## config.mk

```make
export PLATFORM = sky130hd
export DESIGN_NAME = bounce_motion_engine
export DESIGN_NICKNAME = d
export VERILOG_FILES = /design/src/rtl/bounce_motion_engine.sv
export SDC_FILE = /design/constraint.sdc
export NUM_CORES = 1
export LEC_CHECK = 0
export BUFFER_PORTS_ARGS = -buffer_cell sky130_fd_sc_hd__buf_2
export CORE_ASPECT_RATIO = 0.75
export CORE_UTILIZATION = 60
export DETAILED_ROUTE_END_ITERATION = 12
export PLACE_DENSITY_LB_ADDON = 0.3
export SLEW_MARGIN = 25
export SYNTH_ARGS = -nofsm -noshare
export SYNTH_HDL_FRONTEND = slang
export SYNTH_SLANG_ARGS = --single-unit
```

## constraint.sdc

```tcl
create_clock -name i_clk -period 16.1 [get_ports i_clk]
set_input_delay 3.22 -clock i_clk [delete_from_list [all_inputs] [get_ports i_clk]]
set_output_delay 3.22 -clock i_clk [all_outputs]
set_load 0.1 [all_outputs]
```

## src/rtl/bounce_motion_engine.sv

```systemverilog
// ---------------------------------------------------------------------------
// bounce_motion_engine
//
// Frame-synchronous motion controller for one circular sprite. On every
// TICK_DIV-th frame tick (while enabled) it runs a short step sequence:
// it computes the next x position, then the next y position, and then shows
// both axes, both directions and the bounce flags together in one cycle.
// Each axis either reflects off its bounds or wraps around to the opposite
// side.
//
// Ports
//   i_clk            pixel clock
//   i_reset          synchronous active-high reset
//   i_frame_tick     one-cycle pulse per frame
//   i_enable         1 = run, 0 = pause (divider and motion frozen)
//   i_mode           0 = bounce at bounds, 1 = wrap at bounds
//   i_speed_x/y      step magnitude per axis (pixels per step)
//   i_kick_x/y       pulse: invert that axis direction at the next step
//   i_load           pulse: load i_load_x/i_load_y (clamped), abort step
//   i_load_x/y       load coordinates
//   o_pos_x/y        sprite centre
//   o_dir_x/y        1 = increasing coordinate, 0 = decreasing
//   o_busy           a step sequence is in progress
//   o_update_done    one-cycle pulse when a new position is shown
//   o_bounce_x/y     one-cycle pulse alongside o_update_done on reflection
//   o_bounce_count   total reflections, modulo 2^CNT_W
// ---------------------------------------------------------------------------
module bounce_motion_engine #(
    parameter int COORD_W  = 10,
    parameter int H_RES    = 640,
    parameter int V_RES    = 480,
    parameter int RADIUS   = 100,
    parameter int X_INIT   = 320,
    parameter int Y_INIT   = 240,
    parameter int SPEED_W  = 3,
    parameter int TICK_DIV = 1,
    parameter int CNT_W    = 8
) (
    input  logic               i_clk,
    input  logic               i_reset,
    input  logic               i_frame_tick,
    input  logic               i_enable,
    input  logic               i_mode,
    input  logic [SPEED_W-1:0] i_speed_x,
    input  logic [SPEED_W-1:0] i_speed_y,
    input  logic               i_kick_x,
    input  logic               i_kick_y,
    input  logic               i_load,
    input  logic [COORD_W-1:0] i_load_x,
    input  logic [COORD_W-1:0] i_load_y,
    output logic [COORD_W-1:0] o_pos_x,
    output logic [COORD_W-1:0] o_pos_y,
    output logic               o_dir_x,
    output logic               o_dir_y,
    output logic               o_busy,
    output logic               o_update_done,
    output logic               o_bounce_x,
    output logic               o_bounce_y,
    output logic [CNT_W-1:0]   o_bounce_count
);

    localparam int X_MIN = RADIUS;
    localparam int X_MAX = H_RES - 1 - RADIUS;
    localparam int Y_MIN = RADIUS;
    localparam int Y_MAX = V_RES - 1 - RADIUS;

    // Two extra bits give headroom above the largest coordinate and a sign
    // bit, so overshoot past either bound is seen before wrapping or clamping.
    localparam int SW = COORD_W + 2;
    typedef logic signed [SW-1:0] sword_t;

    localparam sword_t X_MIN_S = sword_t'(X_MIN);
    localparam sword_t X_MAX_S = sword_t'(X_MAX);
    localparam sword_t Y_MIN_S = sword_t'(Y_MIN);
    localparam sword_t Y_MAX_S = sword_t'(Y_MAX);

    localparam int DIV_W = (TICK_DIV > 1) ? $clog2(TICK_DIV) : 1;
    localparam logic [DIV_W-1:0] DIV_LAST = DIV_W'(TICK_DIV - 1);

    typedef enum logic [1:0] {
        S_IDLE,
        S_CALC_X,
        S_CALC_Y,
        S_COMMIT
    } state_t;

    state_t             r_state;
    state_t             w_nextState;
    logic [DIV_W-1:0]   r_div;
    logic [COORD_W-1:0] r_posX;
    logic [COORD_W-1:0] r_posY;
    logic               r_dirX;
    logic               r_dirY;
    logic               r_kickX;
    logic               r_kickY;
    logic [COORD_W-1:0] r_shadowX;
    logic               r_shadowDirX;
    logic               r_bounceX;
    logic               r_bounceY;
    logic [CNT_W-1:0]   r_bounceCount;

    logic               w_stepGo;
    logic               w_isX;
    sword_t             w_cur;
    sword_t             w_spd;
    sword_t             w_min;
    sword_t             w_max;
    sword_t             w_sum;
    sword_t             w_res;
    logic               w_dirWork;
    logic               w_resDir;
    logic               w_resBounce;
    logic [COORD_W-1:0] w_resPos;
    logic [1:0]         w_unusedBits;

    // Load coordinates are forced into the legal centre range.
    function automatic logic [COORD_W-1:0] clampCoord(input logic [COORD_W-1:0] v,
                                                     input int lo, input int hi);
        logic [COORD_W-1:0] r;
        r = v;
        if (v < COORD_W'(lo)) r = COORD_W'(lo);
        else if (v > COORD_W'(hi)) r = COORD_W'(hi);
        return r;
    endfunction

    // A step starts only from IDLE, when enabled, on the tick that completes
    // the divider period; a simultaneous load suppresses it.
    assign w_stepGo = (r_state == S_IDLE) && i_frame_tick && i_enable &&
                      (r_div == DIV_LAST) && !i_load;

    // State register.
    always_ff @(posedge i_clk) begin
        if (i_reset) r_state <= S_IDLE;
        else         r_state <= w_nextState;
    end

    // Next-state logic; load aborts any sequence back to IDLE.
    always_comb begin
        w_nextState = r_state;
        case (r_state)
            S_IDLE:   if (w_stepGo) w_nextState = S_CALC_X;
            S_CALC_X: w_nextState = S_CALC_Y;
            S_CALC_Y: w_nextState = S_COMMIT;
            S_COMMIT: w_nextState = S_IDLE;
            default:  w_nextState = S_IDLE;
        endcase
        if (i_load) w_nextState = S_IDLE;
    end

    // One shared axis step unit: x operands in CALC_X, y operands otherwise.
    // The pending kick flips the working direction before the move.
    always_comb begin
        w_isX       = (r_state == S_CALC_X);
        w_cur       = w_isX ? $signed({2'b00, r_posX}) : $signed({2'b00, r_posY});
        w_spd       = w_isX ? $signed({{(SW-SPEED_W){1'b0}}, i_speed_x})
                            : $signed({{(SW-SPEED_W){1'b0}}, i_speed_y});
        w_min       = w_isX ? X_MIN_S : Y_MIN_S;
        w_max       = w_isX ? X_MAX_S : Y_MAX_S;
        w_dirWork   = w_isX ? (r_dirX ^ r_kickX) : (r_dirY ^ r_kickY);
        w_sum       = w_dirWork ? (w_cur + w_spd) : (w_cur - w_spd);
        w_res       = w_sum;
        w_resDir    = w_dirWork;
        w_resBounce = 1'b0;
        if (w_sum > w_max) begin
            if (i_mode) begin
                w_res = w_sum - (w_max - w_min + sword_t'(1));
            end else begin
                w_res       = w_max;
                w_resDir    = 1'b0;
                w_resBounce = 1'b1;
            end
        end else if (w_sum < w_min) begin
            if (i_mode) begin
                w_res = w_sum + (w_max - w_min + sword_t'(1));
            end else begin
                w_res       = w_min;
                w_resDir    = 1'b1;
                w_resBounce = 1'b1;
            end
        end
        w_resPos     = w_res[COORD_W-1:0];
        w_unusedBits = w_res[SW-1:COORD_W];
    end

    // Datapath. The x result waits in a shadow register; at the end of
    // CALC_Y both axes, both directions and the counter are written together,
    // so in the COMMIT cycle every output already shows the new frame.
    always_ff @(posedge i_clk) begin
        if (i_reset) begin
            r_div         <= '0;
            r_posX        <= COORD_W'(X_INIT);
            r_posY        <= COORD_W'(Y_INIT);
            r_dirX        <= 1'b1;
            r_dirY        <= 1'b1;
            r_kickX       <= 1'b0;
            r_kickY       <= 1'b0;
            r_shadowX     <= '0;
            r_shadowDirX  <= 1'b0;
            r_bounceX     <= 1'b0;
            r_bounceY     <= 1'b0;
            r_bounceCount <= '0;
        end else if (i_load) begin
            r_posX    <= clampCoord(i_load_x, X_MIN, X_MAX);
            r_posY    <= clampCoord(i_load_y, Y_MIN, Y_MAX);
            r_kickX   <= 1'b0;
            r_kickY   <= 1'b0;
            r_bounceX <= 1'b0;
            r_bounceY <= 1'b0;
        end else begin
            if (i_kick_x)                   r_kickX <= 1'b1;
            else if (r_state == S_COMMIT)   r_kickX <= 1'b0;
            if (i_kick_y)                   r_kickY <= 1'b1;
            else if (r_state == S_COMMIT)   r_kickY <= 1'b0;

            if ((r_state == S_IDLE) && i_frame_tick && i_enable) begin
                if (r_div == DIV_LAST) r_div <= '0;
                else                   r_div <= r_div + DIV_W'(1);
            end

            case (r_state)
                S_CALC_X: begin
                    r_shadowX    <= w_resPos;
                    r_shadowDirX <= w_resDir;
                    r_bounceX    <= w_resBounce;
                end
                S_CALC_Y: begin
                    r_posX        <= r_shadowX;
                    r_dirX        <= r_shadowDirX;
                    r_posY        <= w_resPos;
                    r_dirY        <= w_resDir;
                    r_bounceY     <= w_resBounce;
                    r_bounceCount <= r_bounceCount + CNT_W'(r_bounceX) + CNT_W'(w_resBounce);
                end
                default: ;
            endcase
        end
    end

    assign o_pos_x        = r_posX;
    assign o_pos_y        = r_posY;
    assign o_dir_x        = r_dirX;
    assign o_dir_y        = r_dirY;
    assign o_busy         = (r_state != S_IDLE);
    assign o_update_done  = (r_state == S_COMMIT);
    assign o_bounce_x     = (r_state == S_COMMIT) && r_bounceX;
    assign o_bounce_y     = (r_state == S_COMMIT) && r_bounceY;
    assign o_bounce_count = r_bounceCount;

endmodule

```

==> results.json <==
{
  "fin_ws_ns": 8.134,
  "core_region_area_um2": 5856,
  "startpoint_type": "input pin",
  "seq_area_frac_synth": 0.2553,
  "worstSetupEndpointType": "register",
  "cts_resized": 0,
  "pre_cts_slack_ns": 7.881,
  "fin_nets": 573,
  "use_met1": 0.5095,
  "rsz0062_at_grt": "false",
  "gr-total-overflow": 0,
  "synthArstFlopShare": 0,
  "grt_pass1_wl_mm": 17.02,
  "fin_crit_ns": 7.966,
  "cts_buffers": 5,
  "synth_cell_types": 70,
  "final_cells": 593,
  "die_h_um": 69.88,
  "power.total_mw": 0.3364,
  "viasPerCell": 6.334,
  "cts_setup_buffers": 0,
  "die_w_um": 92.51,
  "arrival_ns": 8.16,
  "holdBufCountCts": 0,
  "drt-pass1-iter-count": 8,
  "io_pins": 68,
  "post_drt_wl_per_cell_um": 18.18,
  "dp.cells": 585,
  "synth_area_per_cell_um2": 7.996,
  "grtUsageMet3": 0.06754,
  "place.gp.congestion": 0.9427,
  "root_buffer": "clkbuf_8",
  "antenna_cells": 0,
  "antenna_found_initial": 0,
  "crit_family": "adder cells",
  "post-route-period-util": 0.4948,
  "status": "finished, final reports clean",
  "crit_start": "i_speed_x[2]",
  "drive_gt1_frac": 0.2097,
  "worstPathMaxFanout": 14,
  "drc_errors": 0,
  "required_ns": 16.29,
  "grt_start_max_net_pins": 41,
  "cap_viol_max_count": 0,
  "critPathKind": "input pin to register",
  "final_core_util": 0.7051,
  "grt_use_met2": 0.4872,
  "timing.fmax_ghz": 0.1255,
  "hold_viol_final": 0,
  "tns_ns": 0,
  "leakage_nw": 1.691,
  "multiInputGateArea_um2": 2535,
  "synth_ff_type": "dfxtp_1",
  "finalClockSkew_ns": 0.008423,
  "layout_common_cells": "buf_2, dfxtp_1, nor2_1",
  "syn_inst": 461,
  "syn_nets": 520,
  "gr-max-usage-layer": "met1",
  "ir_worst_vdd_mv": 0.06258,
  "r2r-start": "r_state[1]",
  "tightest_slew_ns": 1.076,
  "hold_path_class": "register to register",
  "critPathSlowestCell": "ha_1",
  "synth-edff-count": 0,
  "rows": 24,
  "clock_sink_count": 47,
  "grt_pass1_vias": 3366,
  "cp_num_buf_inv": 4,
  "dr.first_iter.drc_count": 430,
  "dieArea_um2": 6464,
  "final-setup-viol-count": 0,
  "portBuffers": 67,
  "n_fill_cell": 495,
  "netlist_area_um2": 3686,
  "postRouteAntennaNets": 0,
  "crit_path_max_incr_delay_ns": 0.46,
  "worstSkewPairLatency_ns": 0.31,
  "register_area_um2": 940.9,
  "p_per_area_nw_per_um2": 81.48,
  "cts_tree": "built",
  "final_max_slew_viol_count": 0,
  "synth-seq-cells": 47,
  "areaGrowthSynthToFinish_pct": 12.02,
  "via_count": 3756,
  "htree_levels": 2,
  "start_util": 0.6295,
  "routed_wl_mm": 10.78,
  "yosysWarnings": 0,
  "clockBufferDepth": 2,
  "final_common_cell": "buf_2",
  "slew_headroom": 0.2761,
  "min_from": "r_shadowDirX",
  "track_usage": 0.3377,
  "hpwl_mm": 8.199,
  "clk_pin_slew_ns": 0.10
}
-- power breakdown --
group          leakage, nW  switching [mW]  internal, mW
Combinational         1.26          0.0904        0.0417
Clock               0.0467          0.0457        0.0323
Sequential           0.384         0.00582         0.121
-- sequential cells by signal, indices dropped and copies added (netlist names) --
| name | count |
|---|---|
| r_shadowX | 10 |
| o_pos_x | 10 |
| o_dir_y | 1 |
| r_kickY | 1 |
| o_pos_y | 10 |
| r_bounceX | 1 |
| o_bounce_count | 8 |
| r_kickX | 1 |
| o_dir_x | 1 |
| r_shadowDirX | 1 |
| r_bounceY | 1 |
| r_state | 2 |
-- tightest hold or removal path, delay by kind of cell, from the launching register on --
family / cells / cell delay (ns)
and+or+nand+nor: 2 / 0.11
DFF: 1 / 0.32
-- per-layer routing --
metal  vias up  routed length, um
li1       1792                  -
met1      1727               4943
met2       211               4482
met3        26               1138
met4         0                215
met5         -                  0
-- cell families after synthesis --
family,share of synthesized area
xor+xnor,0.04956
flops,0.2553
buf+inv,0.05703
compound gates,0.2614
mux,0.08350
simple gates,0.2023
fa+ha+maj,0.09097
-- Yosys cell counts (all sizes together), types with 8 or more instances --
cell | number | share of area
a211oi | 18 | 0.039
a21oi | 34 | 0.048
buf | 11 | 0.017
clkbuf | 14 | 0.014
dfxtp | 47 | 0.26
ha | 22 | 0.075
inv | 24 | 0.024
mux2 | 9 | 0.029
mux2i | 19 | 0.055
nand2 | 28 | 0.029
nor2 | 45 | 0.047
nor2b | 10 | 0.017
nor3 | 16 | 0.022
o211ai | 8 | 0.016
o21ai | 37 | 0.050
xnor2 | 11 | 0.026
xor2 | 9 | 0.023
-- per-stage QoR --
stage                     hold slack, ns  cell area, um^2
final                             0.4717             4129
after global routing              0.5164             4129
after CTS                         0.4789             4129
after detailed placement          0.4592             4033
after global placement            0.4462             4033
after floorplan                   0.4398             3686
-- final cells by class --
type | count | share of cell area
multi-input combinational | 364 | 0.6139
sequential | 47 | 0.2279
timing repair buffer | 71 | 0.08848
tap | 78 | 0.02364
inverter | 25 | 0.02273
clock buffer | 5 | 0.01667
clock inverter | 3 | 0.006667
-- worst paths after layout --
| kind | slack (ns) | cells after the start | endpoint |
|---|---|---|---|
| setup / recovery | 8.13 | 25 | o_bounce_count[4] |
| hold / removal | 0.47 | 2 | o_dir_x |
| setup reg to reg | 9.83 | 25 | o_bounce_count[4] |
| hold reg to reg | 0.47 | 2 | o_dir_x |
No activity file was read; power rests on OpenSTA's default activity.
